**config.mk**
```make
export PLATFORM = sky130hd
export DESIGN_NAME = ex_div_unit_flat
export DESIGN_NICKNAME = d
export VERILOG_FILES = /design/src/rtl/ex_div_unit_if.sv /design/src/rtl/ex_div_unit.sv /design/src/flat_wrapper.sv
export SDC_FILE = /design/constraint.sdc
export NUM_CORES = 1
export LEC_CHECK = 0
export CAP_MARGIN = 30
export CORE_MARGIN = 1.5
export CORE_UTILIZATION = 50
export CTS_CLUSTER_DIAMETER = 150
export CTS_CLUSTER_SIZE = 30
export DETAILED_ROUTE_END_ITERATION = 8
export PLACE_DENSITY = 0.75
export SLEW_MARGIN = 25
export SYNTH_ARGS = -nofsm -noshare
export SYNTH_HDL_FRONTEND = slang
export SYNTH_SLANG_ARGS = --single-unit
```
**constraint.sdc**
```tcl
create_clock -name clk -period 4.6 [get_ports clk]
set_input_delay 0.69 -clock clk [delete_from_list [all_inputs] [get_ports clk]]
set_output_delay 0.69 -clock clk [all_outputs]
set_load 0.01 [all_outputs]
```
**src/rtl/ex_div_unit_if.sv**
```systemverilog
// Handshake and data bundle between EX control and the divider.
// master: EX side (start/flush/op/a/b out); slave: divider (busy/done/result out).
interface ex_div_unit_if #(
    parameter int DATA_LENGTH = 32
);
    logic                   start;
    logic                   flush;
    logic [1:0]             op;
    logic [DATA_LENGTH-1:0] a;
    logic [DATA_LENGTH-1:0] b;
    logic                   busy;
    logic                   done;
    logic [DATA_LENGTH-1:0] result;

    modport master (
        output start, flush, op, a, b,
        input  busy, done, result
    );

    modport slave (
        input  start, flush, op, a, b,
        output busy, done, result
    );
endinterface

```
**src/rtl/ex_div_unit.sv**
```systemverilog
// Iterative radix-2 restoring RV32M DIV/DIVU/REM/REMU unit, one quotient bit per cycle.
// Ports: clk, rst (async active-low), bus (slave: start/flush/op/a/b in, busy/done/result out).
module ex_div_unit #(
    parameter int DATA_LENGTH = 32
) (
    input  logic          clk,
    input  logic          rst,
    ex_div_unit_if.slave  bus
);
    localparam int W  = DATA_LENGTH;
    localparam int CW = $clog2(W);

    typedef enum logic [1:0] {IDLE, CALC, FIN} state_e;

    state_e         state_q, state_d;
    logic [W-1:0]   rem_q, rem_d;
    logic [W-1:0]   dvd_q, dvd_d;
    logic [W-1:0]   dsr_q, dsr_d;
    logic [CW-1:0]  cnt_q, cnt_d;
    logic           is_rem_q, is_rem_d;
    logic           neg_q, neg_d;
    logic [W-1:0]   result_q, result_d;

    logic           accept;
    logic           signed_op;
    logic           b_zero;
    logic           last_iter;
    logic [W-1:0]   a_abs, b_abs;
    logic [W:0]     sh, dsr_ext, sub;
    logic           ge;
    logic [W-1:0]   rem_nx, quo_nx, res_raw, res_fix;
    logic           busy, done;

    assign accept    = bus.start && !bus.flush;
    assign signed_op = !bus.op[0];
    assign b_zero    = (bus.b == '0);
    assign last_iter = (cnt_q == CW'(W - 1));

    // |-2^31| wraps back to 0x80000000, which is the correct unsigned magnitude.
    assign a_abs = (signed_op && bus.a[W-1]) ? -bus.a : bus.a;
    assign b_abs = (signed_op && bus.b[W-1]) ? -bus.b : bus.b;

    // W+1 bit compare/subtract: the shifted remainder can exceed 2^W-1.
    assign sh      = {rem_q, dvd_q[W-1]};
    assign dsr_ext = {1'b0, dsr_q};
    assign ge      = (sh >= dsr_ext);
    assign sub     = sh - dsr_ext;
    assign rem_nx  = ge ? sub[W-1:0] : sh[W-1:0];
    assign quo_nx  = {dvd_q[W-2:0], ge};
    assign res_raw = is_rem_q ? rem_nx : quo_nx;
    assign res_fix = neg_q ? -res_raw : res_raw;

    always_ff @(posedge clk or negedge rst) begin
        if (!rst) begin
            state_q  <= IDLE;
            rem_q    <= '0;
            dvd_q    <= '0;
            dsr_q    <= '0;
            cnt_q    <= '0;
            is_rem_q <= 1'b0;
            neg_q    <= 1'b0;
            result_q <= '0;
        end else begin
            state_q  <= state_d;
            rem_q    <= rem_d;
            dvd_q    <= dvd_d;
            dsr_q    <= dsr_d;
            cnt_q    <= cnt_d;
            is_rem_q <= is_rem_d;
            neg_q    <= neg_d;
            result_q <= result_d;
        end
    end

    always_comb begin
        state_d = state_q;
        unique case (state_q)
            IDLE: begin
                if (accept) begin
                    state_d = b_zero ? FIN : CALC;
                end
            end
            CALC: begin
                if (bus.flush) begin
                    state_d = IDLE;
                end else if (last_iter) begin
                    state_d = FIN;
                end
            end
            FIN:     state_d = IDLE;
            default: state_d = IDLE;
        endcase
    end

    always_comb begin
        rem_d    = rem_q;
        dvd_d    = dvd_q;
        dsr_d    = dsr_q;
        cnt_d    = cnt_q;
        is_rem_d = is_rem_q;
        neg_d    = neg_q;
        result_d = result_q;
        if (state_q == IDLE && accept) begin
            rem_d    = '0;
            cnt_d    = '0;
            dvd_d    = a_abs;
            dsr_d    = b_abs;
            is_rem_d = bus.op[1];
            if (!signed_op) begin
                neg_d = 1'b0;
            end else if (bus.op[1]) begin
                neg_d = bus.a[W-1];
            end else begin
                neg_d = bus.a[W-1] ^ bus.b[W-1];
            end
            // Divide-by-zero bypasses the datapath; no sign fixup applies.
            if (b_zero) begin
                result_d = bus.op[1] ? bus.a : '1;
            end
        end else if (state_q == CALC && !bus.flush) begin
            rem_d = rem_nx;
            dvd_d = quo_nx;
            cnt_d = cnt_q + CW'(1);
            if (last_iter) begin
                result_d = res_fix;
            end
        end
    end

    always_comb begin
        busy = (state_q != IDLE);
        done = (state_q == FIN) && !bus.flush;
    end

    assign bus.busy   = busy;
    assign bus.done   = done;
    assign bus.result = result_q;
endmodule

```
**src/flat_wrapper.sv**
```systemverilog
// flat-port wrapper written by rule: the top's interface ports become plain ports
module ex_div_unit_flat 
#(
    parameter int DATA_LENGTH = 32
)
  (clk, rst, bus_start, bus_flush, bus_op, bus_a, bus_b, bus_busy, bus_done, bus_result);
  ex_div_unit_if #(.DATA_LENGTH(DATA_LENGTH)) bus_i ();
  input  logic clk;
  input  logic rst;
  input wire logic [$bits(bus_i.start)-1:0] bus_start;
  input wire logic [$bits(bus_i.flush)-1:0] bus_flush;
  input wire logic [$bits(bus_i.op)-1:0] bus_op;
  input wire logic [$bits(bus_i.a)-1:0] bus_a;
  input wire logic [$bits(bus_i.b)-1:0] bus_b;
  output wire logic [$bits(bus_i.busy)-1:0] bus_busy;
  output wire logic [$bits(bus_i.done)-1:0] bus_done;
  output wire logic [$bits(bus_i.result)-1:0] bus_result;
  assign bus_i.start = bus_start;
  assign bus_i.flush = bus_flush;
  assign bus_i.op = bus_op;
  assign bus_i.a = bus_a;
  assign bus_i.b = bus_b;
  assign bus_busy = bus_i.busy;
  assign bus_done = bus_i.done;
  assign bus_result = bus_i.result;
  ex_div_unit #(.DATA_LENGTH(DATA_LENGTH)) u_core (.clk(clk), .rst(rst), .bus(bus_i));
endmodule
```
# After elaboration in Yosys (flattened, before gate mapping)

Index checks and enable logic that the tools add are counted.

Memories: 0
Bits in read-only memories: 0
Output and inout bits: 34
Word-level logic and storage cells: 59
Memory bits (writable): 0
Bits in latches: 0
Input bits: 70
Flip-flop bits (word level): 137

Equal/unequal tests: 6
Bitwise logic cells: 1
Muxes and demuxes: 23
$mul: 0
Magnitude comparators: 1
Add/subtract/negate cells: 5
Div/mod/pow operators: 0
Reductions and logical operators: 15
Shift operators: 0

Operators with widths:

| cell                                           | count |
|---|---|
| two-way mux 32 bit                             | 14 |
| negation 32 bit                                | 3 |
| greater-or-equal comparator 33 x 32 -> 1 bit   | 1 |
| zero test 32 bit                               | 1 |
| subtractor 32 bit                              | 1 |
| two-way mux 5 bit                              | 2 |
| two-way mux 2 bit                              | 4 |
| logical AND 1 bit                              | 6 |
| nonzero test 2 bit                             | 3 |
| adder 5 x 1 -> 5 bit (second input constant)   | 1 |
| == test 5 bit (second input constant)          | 1 |
| != test 2 x 1 -> 1 bit (second input constant) | 2 |
| one-hot mux 2 bit (2 select lines)             | 1 |
| != test 3 x 2 -> 1 bit (second input constant) | 1 |
| AND reduction 3 bit                            | 1 |
| == test 2 x 1 -> 1 bit (second input constant) | 1 |
| == test 2 bit (second input constant)          | 1 |
| zero test 1 bit                                | 2 |
| zero test 2 bit                                | 1 |
| two-way mux 1 bit                              | 2 |
| AND reduction 2 bit                            | 1 |
| XOR 1 bit                                      | 1 |

# Depth between registers and ports, before layout

Word-level depth: 8
Mapped depth: 19
Mapped depth without buffers: 17

# Least setup slack after synthesis

OpenSTA, ideal clock, no wires.

Path kind: reg-to-reg
From: register u_core.rem_q[9]
To: register u_core.result_q[22], in the netlist u_core.bus.result[22]
Buffers on the path: 2
Arrival: 3.889 ns
Slack: 0.628 ns
Period minus slack after synthesis: 3.972 ns
Data required time: 4.517 ns
Stages on the path, launching flop included: 18
Library setup time: 0.083 ns
Cell sequence: dfrtp_1 -> ha_1 -> buf_6 -> a21oi_2 -> o21ai_2 -> a22o_4 -> o31a_4 -> nor2_4 -> buf_4 -> mux2_4 -> inv_1 -> ha_1 -> o2111ai_1 -> nor4_2 -> nand3_1 -> nor4b_1 -> mux2_2 -> o21ai_0

Cells in the longest elaborated chain, start to end: 8
Elaborated cells on any way between the ends: 9
Classes of those cells: add/sub (2); order compare (1); mux (6)

RTL lines:

| what                                                                              | line                                 | RTL |
|---|---|---|
| start: declaration                                                                | ex_div_unit.sv:16                    | `logic [W-1:0] rem_q, rem_d;` |
| start signal: assignment                                                          | ex_div_unit.sv:65                    | `rem_q <= rem_d;` |
| subtractor 32 bit or greater-or-equal comparator 33 x 32 -> 1 bit (tied branches) | ex_div_unit.sv:47, ex_div_unit.sv:46 |  |
| two-way mux 32 bit                                                                | ex_div_unit.sv:48                    | `assign rem_nx = ge ? sub[W-1:0] : sh[W-1:0];` |
| two-way mux 32 bit *                                                              | ex_div_unit.sv:50                    | `assign res_raw = is_rem_q ? rem_nx : quo_nx;` |
| negation 32 bit                                                                   | ex_div_unit.sv:51                    | `assign res_fix = neg_q ? -res_raw : res_raw;` |
| two-way mux 32 bit *                                                              | ex_div_unit.sv:51                    |  |
| two-way mux 32 bit *                                                              | ex_div_unit.sv:124                   | `if (last_iter) begin` |
| two-way mux 32 bit *                                                              | ex_div_unit.sv:120                   | `end else if (state_q == CALC && !bus.flush) begin` |
| two-way mux 32 bit *                                                              | ex_div_unit.sv:103                   | `if (state_q == IDLE && accept) begin` |
| end signal: assignment                                                            | ex_div_unit.sv:71                    | `result_q <= result_d;` |
| end: declaration                                                                  | ex_div_unit.sv:22                    | `logic [W-1:0] result_q, result_d;` |

Mark *: on every way between the ends. The rest lies on a longest branch, timed or not. The select of a mux whose other input is x is not followed.
A chain may end at the register's enable or synchronous reset.

# Final worst setup path

From: register u_core.rem_q[25]
To: register u_core.result_q[21], in the netlist u_core.bus.result[21]

Cells in the longest elaborated chain, start to end: 8

RTL lines:

| what                                           | line               | RTL |
|---|---|---|
| greater-or-equal comparator 33 x 32 -> 1 bit * | ex_div_unit.sv:46  | `assign ge = (sh >= dsr_ext);` |
| two-way mux 32 bit                             | ex_div_unit.sv:48  |  |
| two-way mux 32 bit *                           | ex_div_unit.sv:50  |  |
| negation 32 bit                                | ex_div_unit.sv:51  |  |
| two-way mux 32 bit *                           | ex_div_unit.sv:51  |  |
| two-way mux 32 bit *                           | ex_div_unit.sv:124 |  |
| two-way mux 32 bit *                           | ex_div_unit.sv:120 |  |
| two-way mux 32 bit *                           | ex_div_unit.sv:103 |  |

Marks and branches as above.

==> metrics.md <==
| Metric | Value |
|---|---|
| Area growth syn-to-layout | 20.9% |
| Placement Cell Area | 0.0124 mm2 |
| Design Power | 8.43 mW |
| Synth async-reset ratio | 1.00 |
| Post-route setup slack | around 0.26 ns |
| Post-synth EDFFs | 0 |
| N_diodes | 0 |
| Worst-path cell chain | ha_1 -> a21oi_1 -> o21bai_1 -> a32oi_1 -> o211ai_2 -> buf_4 -> o22ai_1 -> a31oi_1 -> a2111oi_4 -> nand4b_4 -> buf_4 -> nor3_1 -> mux2_2 -> o21ai_0 |
| Post-synth top area share | 0.317 |
| Slowest-stage cell, CP | a2111oi_4 |
| Worst Skew | 0.0146 ns |
| Crit Reg-Reg Startpoint | u_core.rem_q[25]$_DFFE_PN0P_ |
| Switch share | 0.477 |
| Final #Nets | around 1600 |
| Post-layout min period | 4.34 ns |
| RSZ-0062 raised after global routing | no |
| IO buf count | 103 |
| Yosys top cell by area | dfrtp_1 |
| Ports | between 100 and 150 |
| R2r setup slk | 0.26 ns |
| Worst reg-to-reg path cell count | 14 |
| WL final | 33.5 mm |
| Int Pwr | 4.41 mW |
| Cells after DPL | 1739 |
| Root Buffer | clkbuf_16 |
| Syn nets | 1474 |
| Yosys reg bits | 137 |
| Hpwl dp | 25.2 mm |
| Max-cap violations | 0 |
| Gr ovfl total | 0 |
| DRT Pass-1 Iters | 5 |
| CTS tree | done |
| Pins Over Slew Limit | 0 |
| TritonCTS buffer count | 17 |
| Power Dens Cells | 644 mW/mm2 |
| Maximum clock insertion buffer count | 2 |
| Max Fanout on Critical Path | 9 |
| Synth Cell Area | 0.0108 mm2 |
| Later-pin clock latency in the skew report | 0.44 ns |
| DRT iter0 DRCs | slightly below 900 |
| P_sw | 4.02 mW |
| First-pass GRT wire length | 53.7 mm |
| Gate power share | 0.625 |
| Cell mode on critical path | buf_4 |
| Gpl congestion | 0.987 |
| Pin count of the biggest net entering global routing | 105 |
| Relative max-transition margin | 0.433 |
| Share of cells above drive strength 1 | 0.111 |
| Die Area | 0.0225 mm2 |
| # setup viols final | 0 |
| # H-tree levels | 4 |
| Worst min-delay path class | primary input to async pin |
| Syn_area_per_cell | 7.91 um2 |
| Max rail drop VDD | 0.000335 V |
| Via density | around 6.2 |
| Routed WL per cell | 18.9 um |
| Residual DRC | 0 |
| Die Y | 150 um |
| Starting density of the core | 0.513 |
| Yosys cell types | 98 |
| Final setup TNS | 0 ns |
| Core Box Area | 0.0211 mm2 |
| CTS sink cnt | 137 |
| CP max stage delay | 0.48 ns |
| Status | complete, no violations |
| Non-filler cells in the finished layout | 1772 |
| Cts hold-fix bufs | 0 |
| Antenna-violating nets left | 0 |
| Peak Freq | 0.230 GHz |
| Final period utilization | 0.944 |
| Vias in the first global route | 10500 |
| Largest cells by area after synthesis | dfrtp_1 32%, nand2_1 6.6%, o21ai_0 5.4% |
| CP Launch Type | flip-flop |
| Pre-CTS setup slack | 0.177 ns |
| Crit end category | flip-flop |
| Setup Buffers After CTS | 0 |
| Worst-Margin Slew | 0.849 ns |
| Sequential element share of the synthesized area | 0.317 |
| Sequential Power Share | 0.209 |
| CP required | 4.94 ns |
| Initial antenna violation count | 0 |
| Row count | 53 |
| Worst r2r dst | u_core.bus.result[21]$_DFFE_PN0P_ |
| DIE WIDTH | ~150 um |
| WS Path Type | flip-flop to flip-flop |
| Yosys warns | 0 |
| Clk pwr share | 0.166 |
| Final Cell Area | 0.0131 mm2 |
| Commonest non-fill, non-tap cell in the layout | nand2_1 |
| Overall routing resource usage | 0.305 |
| Synth Instances | between 1000 and 1500 |
| Leakage power | between 5 and 6 nW |
| Final Hold Vio Count | 0 |
| Via count | 10900 |
| Most frequent cells in the layout | 188 x nand2_1, 136 x dfrtp_1, 125 x nor2_1 |
| Reg clk slew, reported paths | approximately 0.070 ns |
| Top_reg_cell synth | dfrtp_1 |
| Critical path data arrival time | 4.68 ns |
-- registers in the layout, indices dropped and copies added (netlist names) --
signal             flops
u_core.is_rem_q        1
u_core.bus.result     32
u_core.cnt_q           5
u_core.dvd_q          32
u_core.dsr_q          32
u_core.rem_q          32
u_core.state_q         2
u_core.neg_q           1
-- stage by stage --
step | util | hold WS, ns
4_1_cts | 0.618 | 0.170
6_report | 0.620 | 0.151
2_1_floorplan | - | 0.394
5_1_grt | 0.620 | 0.180
3_5_place_dp | 0.590 | 0.471
3_3_place_gp | 0.590 | 0.466
-- cell type report --
| cell class | instances | area (um2) |
|---|---|---|
| clock inverter | 15 | 156 |
| fill | 1886 | 8010 |
| inverter | 61 | 229 |
| clock buffer | 17 | 425 |
| multi-input combinational | 1084 | 6820 |
| tap | 275 | 344 |
| timing repair buffer | 183 | 1670 |
| sequential | 137 | 3430 |
-- worst max-delay path, delay by kind of cell (launching register included) --
family          cells  cell delay, ns
compound gates      8            2.05
fa+ha+maj           1            0.42
buf+inv             2            0.42
mux                 1            0.39
flops               1            0.44
simple gates        2            0.54
-- worst max-delay path by stage --
stage / from / to / slack [ns] / cells after the start
floorplan: u_core.rem_q[9]$_DFFE_PN0P_ / u_core.bus.result[22]$_DFFE_PN0P_ / 0.63 / 17
global placement: bus_b[7] / u_core.bus.result[31]$_DFFE_PN0P_ / 0.31 / 14
detailed placement: bus_b[7] / u_core.bus.result[31]$_DFFE_PN0P_ / 0.18 / 14
CTS: u_core.rem_q[29]$_DFFE_PN0P_ / u_core.bus.result[27]$_DFFE_PN0P_ / 0.23 / 14
global route: u_core.rem_q[23]$_DFFE_PN0P_ / u_core.bus.result[27]$_DFFE_PN0P_ / 0.01 / 14
finish: u_core.rem_q[25]$_DFFE_PN0P_ / u_core.bus.result[21]$_DFFE_PN0P_ / 0.26 / 14
-- power groups by stage --
stage	combinational (mW)	sequential [mW]	clock, mW
after global routing	5.73	1.79	1.46
after floorplan	3.57	1.66	0
after global placement	5.07	1.76	0
after detailed placement	5.13	1.77	0
after CTS	5.17	1.75	1.40
final	5.27	1.76	1.40
-- cell families after synthesis --
logic type      Yosys count  share of synthesized area
flops                   137                      0.317
buf+inv                 145                     0.0545
compound gates          440                      0.267
mux                      16                     0.0164
simple gates            486                      0.216
fa+ha+maj                38                     0.0447
xor+xnor                104                     0.0843
-- synth_stat cells, types with 4 or more instances --
cell type,instances
nand4_1,18
or4_1,5
ha_1,37
nor3b_1,4
a21oi_2,4
o31a_1,5
and3_1,8
o311ai_0,4
nand2b_1,13
nor4_1,13
o22ai_1,16
o21a_1,8
o21ai_0,117
buf_2,17
xor2_1,47
a22o_1,12
o221ai_1,8
nand3_1,19
o211ai_1,6
o41ai_1,7
xnor2_1,57
a211o_1,5
o31ai_1,11
and4_1,4
a31oi_1,44
nor2b_1,9
or3_1,17
nand2_1,189
o21ai_1,10
a21o_1,22
a21oi_1,99
a22oi_1,6
inv_1,60
o2bb2ai_1,5
o21ai_2,4
clkbuf_1,58
buf_4,4
mux2i_1,10
a211oi_1,7
nor3_1,31
dfrtp_1,137
nor2_1,126
-- what timing repair did --
item / in CTS / in global routing
endpoints found under the hold margin: 0 / 0
setup endpoints to repair: 0 / 11
gates resized for setup: 0 / 2
-- metal layers --
metal / vias to the layer above / GRT usage / part of all wire
li1: 5164 / - / -
met1: 5258 / 0.384 / 0.42
met2: 434 / 0.524 / 0.49
met3: 77 / 0.0494 / 0.060
met4: 0 / 0.112 / 0.031
met5: - / 0 / 0
No activity file was read; power rests on OpenSTA's default activity.
